[src/rtl/alu_srcb_pkg.sv]
// Shared definitions for the ALU operand-B stage: sel encodings and
// occupancy states of the two-entry output buffer.
package alu_srcb_pkg;

  localparam int SEL_W = 3;

  localparam logic [SEL_W-1:0] SEL_REGB     = 3'd0;
  localparam logic [SEL_W-1:0] SEL_CONST    = 3'd1;
  localparam logic [SEL_W-1:0] SEL_SEXT     = 3'd2;
  localparam logic [SEL_W-1:0] SEL_SEXT_SHL = 3'd3;
  localparam logic [SEL_W-1:0] SEL_ZEXT     = 3'd4;
  localparam logic [SEL_W-1:0] SEL_LUI      = 3'd5;

  typedef enum logic [1:0] {
    ST_EMPTY = 2'd0,
    ST_ONE   = 2'd1,
    ST_FULL  = 2'd2
  } occ_t;

  // Encodings 6 and 7 are reserved and form a zero operand.
  function automatic logic sel_is_reserved(input logic [SEL_W-1:0] s);
    return (s > SEL_LUI);
  endfunction

endpackage

[src/rtl/skid_buffer2.sv]
// Two-entry FIFO skid buffer with registered in_ready/out_valid and a flush
// that empties it. Head entry drives out_data and holds it while stalled.
module skid_buffer2
  import alu_srcb_pkg::*;
#(
  parameter int DW = 35
) (
  input  logic          clk,
  input  logic          reset,
  input  logic          flush,
  input  logic          in_valid,
  output logic          in_ready,
  input  logic [DW-1:0] in_data,
  output logic          out_valid,
  input  logic          out_ready,
  output logic [DW-1:0] out_data
);

  occ_t          state_q;
  logic [DW-1:0] head_q;
  logic [DW-1:0] tail_q;
  logic          in_ready_q;
  logic          out_valid_q;
  logic          push;
  logic          pop;

  // A flush cycle neither stores the presented request nor counts a pop.
  assign push = in_valid && in_ready_q && !flush;
  assign pop  = out_valid_q && out_ready && !flush;

  always_ff @(posedge clk) begin
    if (!reset) begin
      state_q     <= ST_EMPTY;
      head_q      <= '0;
      tail_q      <= '0;
      in_ready_q  <= 1'b1;
      out_valid_q <= 1'b0;
    end else if (flush) begin
      state_q     <= ST_EMPTY;
      in_ready_q  <= 1'b1;
      out_valid_q <= 1'b0;
    end else begin
      case (state_q)
        ST_EMPTY: begin
          if (push) begin
            head_q      <= in_data;
            state_q     <= ST_ONE;
            out_valid_q <= 1'b1;
          end
        end
        ST_ONE: begin
          if (push && pop) begin
            head_q <= in_data;
          end else if (push) begin
            tail_q     <= in_data;
            state_q    <= ST_FULL;
            in_ready_q <= 1'b0;
          end else if (pop) begin
            state_q     <= ST_EMPTY;
            out_valid_q <= 1'b0;
          end
        end
        ST_FULL: begin
          // in_ready is low here, so only a pop can change state.
          if (pop) begin
            head_q     <= tail_q;
            state_q    <= ST_ONE;
            in_ready_q <= 1'b1;
          end
        end
        default: begin
          state_q     <= ST_EMPTY;
          in_ready_q  <= 1'b1;
          out_valid_q <= 1'b0;
        end
      endcase
    end
  end

  assign in_ready  = in_ready_q;
  assign out_valid = out_valid_q;
  assign out_data  = head_q;

endmodule

[src/rtl/alu_srcb_stage.sv]
// ALU operand-B former: selects register B, a constant or an extended/shifted
// immediate and hands it to the ALU through a two-entry skid buffer.
module alu_srcb_stage
  import alu_srcb_pkg::*;
#(
  parameter int WIDTH     = 32,
  parameter int IMM_W     = 16,
  parameter int CONST_VAL = 4,
  parameter int SHAMT     = 2
) (
  input  logic             clk,
  input  logic             reset,
  input  logic             in_valid,
  output logic             in_ready,
  input  logic [SEL_W-1:0] sel,
  input  logic [WIDTH-1:0] reg_b,
  input  logic [IMM_W-1:0] imm,
  input  logic             flush,
  output logic             out_valid,
  input  logic             out_ready,
  output logic [WIDTH-1:0] out_data,
  output logic [SEL_W-1:0] out_sel,
  output logic             illegal_sel
);

  localparam int LUI_W = WIDTH + IMM_W + 16;
  localparam int BUF_W = WIDTH + SEL_W;

  logic [WIDTH-1:0] sext_imm;
  logic [WIDTH-1:0] sext_shl_imm;
  logic [WIDTH-1:0] zext_imm;
  logic [LUI_W-1:0] lui_wide;
  logic [WIDTH-1:0] operand_d;
  logic [BUF_W-1:0] buf_in;
  logic [BUF_W-1:0] buf_out;
  logic             accept;
  logic             illegal_q;

  assign sext_imm     = {{(WIDTH-IMM_W){imm[IMM_W-1]}}, imm};
  assign sext_shl_imm = sext_imm << SHAMT;
  assign zext_imm     = {{(WIDTH-IMM_W){1'b0}}, imm};
  // Built wide then truncated so narrower WIDTH values simply drop upper imm bits.
  assign lui_wide     = {{WIDTH{1'b0}}, imm, 16'h0000};

  always_comb begin
    operand_d = '0;
    case (sel)
      SEL_REGB:     operand_d = reg_b;
      SEL_CONST:    operand_d = WIDTH'(CONST_VAL);
      SEL_SEXT:     operand_d = sext_imm;
      SEL_SEXT_SHL: operand_d = sext_shl_imm;
      SEL_ZEXT:     operand_d = zext_imm;
      SEL_LUI:      operand_d = lui_wide[WIDTH-1:0];
      default:      operand_d = '0;
    endcase
  end

  assign accept = in_valid && in_ready && !flush;
  assign buf_in = {sel, operand_d};

  skid_buffer2 #(
    .DW(BUF_W)
  ) u_skid (
    .clk      (clk),
    .reset    (reset),
    .flush    (flush),
    .in_valid (in_valid),
    .in_ready (in_ready),
    .in_data  (buf_in),
    .out_valid(out_valid),
    .out_ready(out_ready),
    .out_data (buf_out)
  );

  always_ff @(posedge clk) begin
    if (!reset) begin
      illegal_q <= 1'b0;
    end else if (accept && sel_is_reserved(sel)) begin
      illegal_q <= 1'b1;
    end
  end

  assign out_data    = buf_out[WIDTH-1:0];
  assign out_sel     = buf_out[BUF_W-1:WIDTH];
  assign illegal_sel = illegal_q;

endmodule

[config.mk]
export PLATFORM = sky130hd
export DESIGN_NAME = alu_srcb_stage
export DESIGN_NICKNAME = d
export VERILOG_FILES = /design/src/rtl/alu_srcb_pkg.sv /design/src/rtl/skid_buffer2.sv /design/src/rtl/alu_srcb_stage.sv
export SDC_FILE = /design/constraint.sdc
export NUM_CORES = 1
export LEC_CHECK = 0
export ABC_AREA = 0
export CORE_AREA = 2 2 85 96
export DETAILED_ROUTE_END_ITERATION = 6
export DIE_AREA = 0 0 87 98
export GPL_TIMING_DRIVEN = 0
export PLACE_DENSITY = 0.84
export REMOVE_ABC_BUFFERS = 1
export SLEW_MARGIN = 20
export SYNTH_ARGS = -nofsm -noshare
export SYNTH_HDL_FRONTEND = slang
export SYNTH_SLANG_ARGS = --single-unit
[constraint.sdc]
create_clock -name clk -period 4.4 [get_ports clk]
set_input_delay 0.66 -clock clk [delete_from_list [all_inputs] [get_ports clk]]
set_output_delay 0.66 -clock clk [all_outputs]
set_load 0.01 [all_outputs]
* After elaboration in Yosys (flattened, before gate mapping)
Cells that the tools add are included.
Word-level totals: memories 0, output and inout bits 38, register bits 75, RAM bits 0, memory bits (read-only) 0, word-level logic and storage cells 63, latch bits 0
Operators by class: bitwise gates (word level) 5, divide/modulo/power cells 0, mux-type cells 20, multipliers 0, reduce and logical (&&, ||, !) cells 16, $lt $le $gt $ge 1, equality and inequality tests 15, shift-type cells 0, $add $sub $neg 0
Operators by type and width (number):
- $pmux 32 s6 | 1
- $mux 35 | 3
- $pmux 35 s3 | 1
- $reduce_and 4->1 | 3
- $mux 2 | 5
- $reduce_and 5->1 | 2
- $ne 2x2->1 const B | 4
- $mux 1 | 7
- $eq 3x2->1 const B | 2
- $eq 3x3->1 const B | 2
- $logic_and 1x1->1 | 6
- $ne 2x1->1 const B | 3
- $pmux 1 s3 | 2
- $pmux 2 s3 | 1
- $not 1->1 | 5
- $eq 3x1->1 const B | 1
- $gt 3x3->1 const B | 1
- $logic_not 3->1 | 1
- $ne 3x2->1 const B | 1
- $reduce_bool 3->1 | 1
- $eq 2x1->1 const B | 1
- $eq 2x2->1 const B | 1
- $logic_not 2->1 | 1
- $reduce_or 2->1 | 1
- $logic_not 1->1 | 1

* Longest topological paths before layout
depth in word-level cells 6, depth in mapped cells 7

* Cells and area by module
Synthesis repeated with hierarchy kept, for this count alone.
Second synthesis, totals: cell total of the unflattened synthesis 514, area total of the unflattened synthesis 4289.1 µm²
Modules (own cells, without submodules):
- skid_buffer2 | times used 1, sequential area each 1481.4 µm², cells each 396, area an instance 3383.2 µm²
- alu_srcb_stage | times used 1, sequential area each 20.0 µm², cells each 118, area an instance 905.9 µm²

* Worst setup path after synthesis
OpenSTA, ideal clock, no wires.
path type in2reg, from input port sel[1], to register u_skid.head_q[17] (netlist: u_skid.out_data[17]), arrival time 1.836 ns, setup slack 2.448 ns, path buffers 3, stages 7, library setup time 0.116 ns, cells stage by stage buf_2 and3b_1 buf_2 buf_2 a221oi_2 nand2_1 a31o_1
Between the ends: longest elaborated chain between the ends 4, elaborated cells on any way between the ends 10
Ends and longest elaborated chain:
- start, declared | RTL line alu_srcb_stage.sv:15 | input logic [SEL_W-1:0] sel,
- $eq 3x3->1 (tied with other cells) | RTL line alu_srcb_stage.sv:47 | case (sel)
- $pmux 32 s6 * | RTL line alu_srcb_stage.sv:47
- $mux 35, on equally long branches | RTL line skid_buffer2.sv:52, skid_buffer2.sv:45
- $pmux 35 s3 * | RTL line skid_buffer2.sv:43 | case (state_q)
- end signal, assigned | RTL line skid_buffer2.sv:46 | head_q <= in_data;
- end signal, assigned | RTL line skid_buffer2.sv:53 | head_q <= in_data;
- end signal, assigned | RTL line skid_buffer2.sv:66 | head_q <= tail_q;
- end, declared | RTL line skid_buffer2.sv:20 | logic [DW-1:0] head_q;
Mark *: on every way between the ends. The rest lies on a longest branch, timed or not. The select of a mux whose other input is x is not followed. A chain may end at the register's enable or synchronous reset.

* Worst setup path after layout
from input port flush, to register u_skid.head_q[34] (netlist: u_skid.out_data[34])
Between the ends: longest elaborated chain between the ends 5, elaborated cells on any way between the ends 9
Ends and longest elaborated chain:
- start, declared | RTL line alu_srcb_stage.sv:18 | input logic flush,
- $logic_not 1->1 | RTL line skid_buffer2.sv:28, skid_buffer2.sv:29
- $logic_and 1x1->1, on equally long branches | RTL line skid_buffer2.sv:28, skid_buffer2.sv:29
- $logic_and 1x1->1 | RTL line skid_buffer2.sv:52 | if (push && pop) begin
- $ne 2x1->1 (no source line)
- $reduce_and 5->1 (no source line) *
Mark *: on every way between the ends. The rest lies on a longest branch, timed or not.

==> key figures <==
Setup path
  – Crit path buf inv count: 1
  – Startpoint class of the critical path: input pin
  – Worst-path fanout max: 23
  – Crit-path cells: clkdlybuf4s50_1, and4bb_2, nand3_1, nand2_1, a311oi_1
  – Critical path class: input pin to flip-flop
  – CP delay by family, top: simple AND/OR/NAND/NOR gates
  – Slowest cell on crit path: nand2_1
  – Critical Path Max Stage Delay: 0.87 ns
  – Endpoint class of the critical path: flip-flop
  – Worst EP arrival: 3.13 ns
  – CP required: ~4.6 ns
  – R2R Setup Slk: approximately 2.0 ns

CTS
  – H-tree lvl count: 3
  – CTS tree: built
  – Clock Latency Late Sink: 0.35 ns
  – TritonCTS sink count: 75
  – Clk buf depth: 2
  – CTS-repair resized insts: 0
  – Clock Root Buffer: clkbuf_8
  – Hold buffers post-CTS: 0
  – Post-CTS Setup Bufs: 0
  – Total CTS buffers: 9
  – Clock-pin slew on the worst setup and hold paths: approximately 0.080 ns

Yosys
  – Post-synthesis sequential area ratio: a little under two fifths
  – Synth Register Bits: between 70 and 80
  – Avg Inst Size Synth: just under 9 um^2
  – Synth warn: 0
  – Distinct cell type count after synthesis: between 50 and 60
  – Top post-synthesis cells by area: dfxtp_1 38%, o211a_1 7.0%, nor2_1 5.9%
  – Synth Cell Area: roughly 4000 um^2
  – Ys async rst share: 0%
  – Gate Count Post-Synth: roughly 460
  – Post-synth EDFFs: 0
  – Synth Flop Type: dfxtp_1
  – Post-synth top area cell: dfxtp_1
  – Share of the synthesized area in the top cell type: approximately 38%
  – Most frequent cell after synthesis: dfxtp_1
  – Most common library cells after synthesis: 75 x dfxtp_1, 63 x nor2_1, 39 x nand2_1

Timing
  – Period utilization: between 60% and 70%
  – Slew @ Worst Pin: about 1.0 ns
  – Setup TNS: 0 ns
  – Achievable Freq: 0.339 GHz
  – Slew Viols, Final: 0
  – Rel. slew slack: a little under a third
  – Final hold vios: 0
  – # setup viols final: 0
  – Clock Skew: 0.00930 ns
  – Fin crit period: around 3.0 ns
  – RSZ-0062 raised after global routing: false

Route
  – Post-DRT Antenna Nets: 0
  – Average wire per standard cell: roughly 18 um
  – 1st-pass router iterations: 5
  – Post-route DRC: 0
  – 1st-iter DRT viols: roughly 310
  – Detailed Route WL: about 11 mm
  – Total number of vias: a little under 4000
  – Vias/cell: between 6 and 7

Floorplanning
  – Die footprint: about 8500 um^2
  – Die Span X: between 80 and 90 um
  – I/O pins: 94
  – Std-Cell Rows: 34
  – Initial Util: roughly 52%
  – Die Y: 98 um
  – Core Area: ~7600 um^2

GRT
  – Vias in the first global route: between 3000 and 4000
  – Largest net degree at the start of global routing: 48
  – First-pass GRT wire length: approximately 18 mm
  – GR Overflow Total: 0
  – Initial antenna violation count: 0
  – Total Routing Usage GR: a little over a quarter

Power
  – VDD IR max: around 160 uV
  – Pleak: ~2.0 nW
  – Pwr/cell area: between 200 and 300 nW/um^2

Cells and area
  – Layout area overhead: 26.8%
  – Antenna diodes: 0
  – Utilization after layout: about two thirds
  – Final nets: around 570
  – Layout cells sized above 1: between 8 and 9%

Flow run
  – Max-cap viol count: 0

Placed design
  – DP Wirelength: about 7.5 mm
  – Buffers added on ports: 93
  – Gpl congestion: ~0.88

Run status
  – Outcome: complete, no violations

Hold path
  – Path category of the worst min-delay check: flip-flop to flip-flop
## cells in the final DEF (no fill, tap or decap), types with 2 or more instances in the layout
| master | instances |
|---|---|
| a211o_1 | 2 |
| a211oi_1 | 6 |
| a21oi_1 | 10 |
| a221o_1 | 11 |
| a221oi_2 | 3 |
| a311oi_1 | 3 |
| a31o_1 | 4 |
| a32oi_1 | 15 |
| and2_1 | 2 |
| and3b_1 | 3 |
| buf_12 | 3 |
| buf_2 | 2 |
| clkbuf_8 | 9 |
| clkdlybuf4s50_1 | 91 |
| clkinv_2 | 2 |
| clkinv_4 | 2 |
| clkinvlp_4 | 2 |
| dfxtp_1 | 75 |
| inv_1 | 2 |
| mux2i_1 | 15 |
| nand2_1 | 39 |
| nand2b_1 | 2 |
| nand3_1 | 6 |
| nand3b_1 | 4 |
| nand4_1 | 12 |
| nor2_1 | 63 |
| nor3_1 | 21 |
| o211a_1 | 28 |
| o211ai_1 | 14 |
| o21a_1 | 3 |
| o21ai_0 | 14 |
| o31ai_1 | 4 |
| o31ai_2 | 9 |
| o32ai_1 | 14 |
## state kept, by name, indices dropped and copies added (netlist names)
| signal | cells |
|---|---|
| u_skid.out_valid | 1 |
| u_skid.tail_q | 35 |
| illegal_sel | 1 |
| u_skid.out_data | 35 |
| u_skid.in_ready | 1 |
| u_skid.state_q | 2 |
## per-layer routing
layer  GRT usage (%)  up-vias  share of wire (%)
met5               0        -                  0
met4            11.1        0                2.2
met3            3.21       19                5.3
met2            42.5      165                 50
met1            35.1     1925                 42
li1                -     1857                  -
## logic make-up after synthesis
logic type,Yosys count,share of synthesized area [%]
AOI/OAI and AO/OA,148,32.1
buffers and inverters,52,5.90
DFF,75,37.6
muxes,15,3.76
and+or+nand+nor,168,20.6
## final cells by class
type,instances,area (um^2)
Fill cell,613,2560
Clock inverter,6,42.5
Tap cell,90,113
Inverter,2,7.51
Timing Repair Buffer,97,1010
Multi-Input combinational cell,331,2260
Clock buffer,10,128
Sequential cell,75,1500
## power by group
| group | internal [mW] | switching [mW] | leakage (nW) |
|---|---|---|---|
| registers | 0.694 | 0.00997 | 0.607 |
| clock network | 0.204 | 0.259 | 0.0822 |
| logic | 0.116 | 0.122 | 1.29 |
| total | 1.01 | 0.391 | 1.98 |
## through the flow
step | worst slack [ns] | cells | area [um^2] | hold WS, ns | power [mW]
global route | 1.32 | 611 | 5060 | 0.479 | 1.46
CTS | 1.46 | 611 | 5060 | 0.458 | 1.41
detailed placement | 1.07 | 595 | 4890 | 0.447 | 0.956
floorplan | 1.96 | 408 | 3760 | 0.436 | 0.826
finish | 1.45 | 611 | 5060 | 0.461 | 1.41
global placement | -0.353 | 591 | 4800 | 0.443 | 0.948
## worst paths after layout
kind	to	startpoint	cells past startpoint
worst max register to register	u_skid.out_data[34]	u_skid.in_ready	4
worst max-delay path	u_skid.out_data[34]	flush	5
worst min register to register	u_skid.tail_q[32]	u_skid.tail_q[32]	2
worst min-delay path	u_skid.tail_q[32]	u_skid.tail_q[32]	2
## worst reg2reg max path, stage by stage (launching register included)
cell      delay [ns]
dfxtp_1         0.48
and4bb_2        0.32
nand3_1         0.39
nand2_1         0.88
a311oi_1        0.21
No activity file was read; power rests on OpenSTA's default activity.
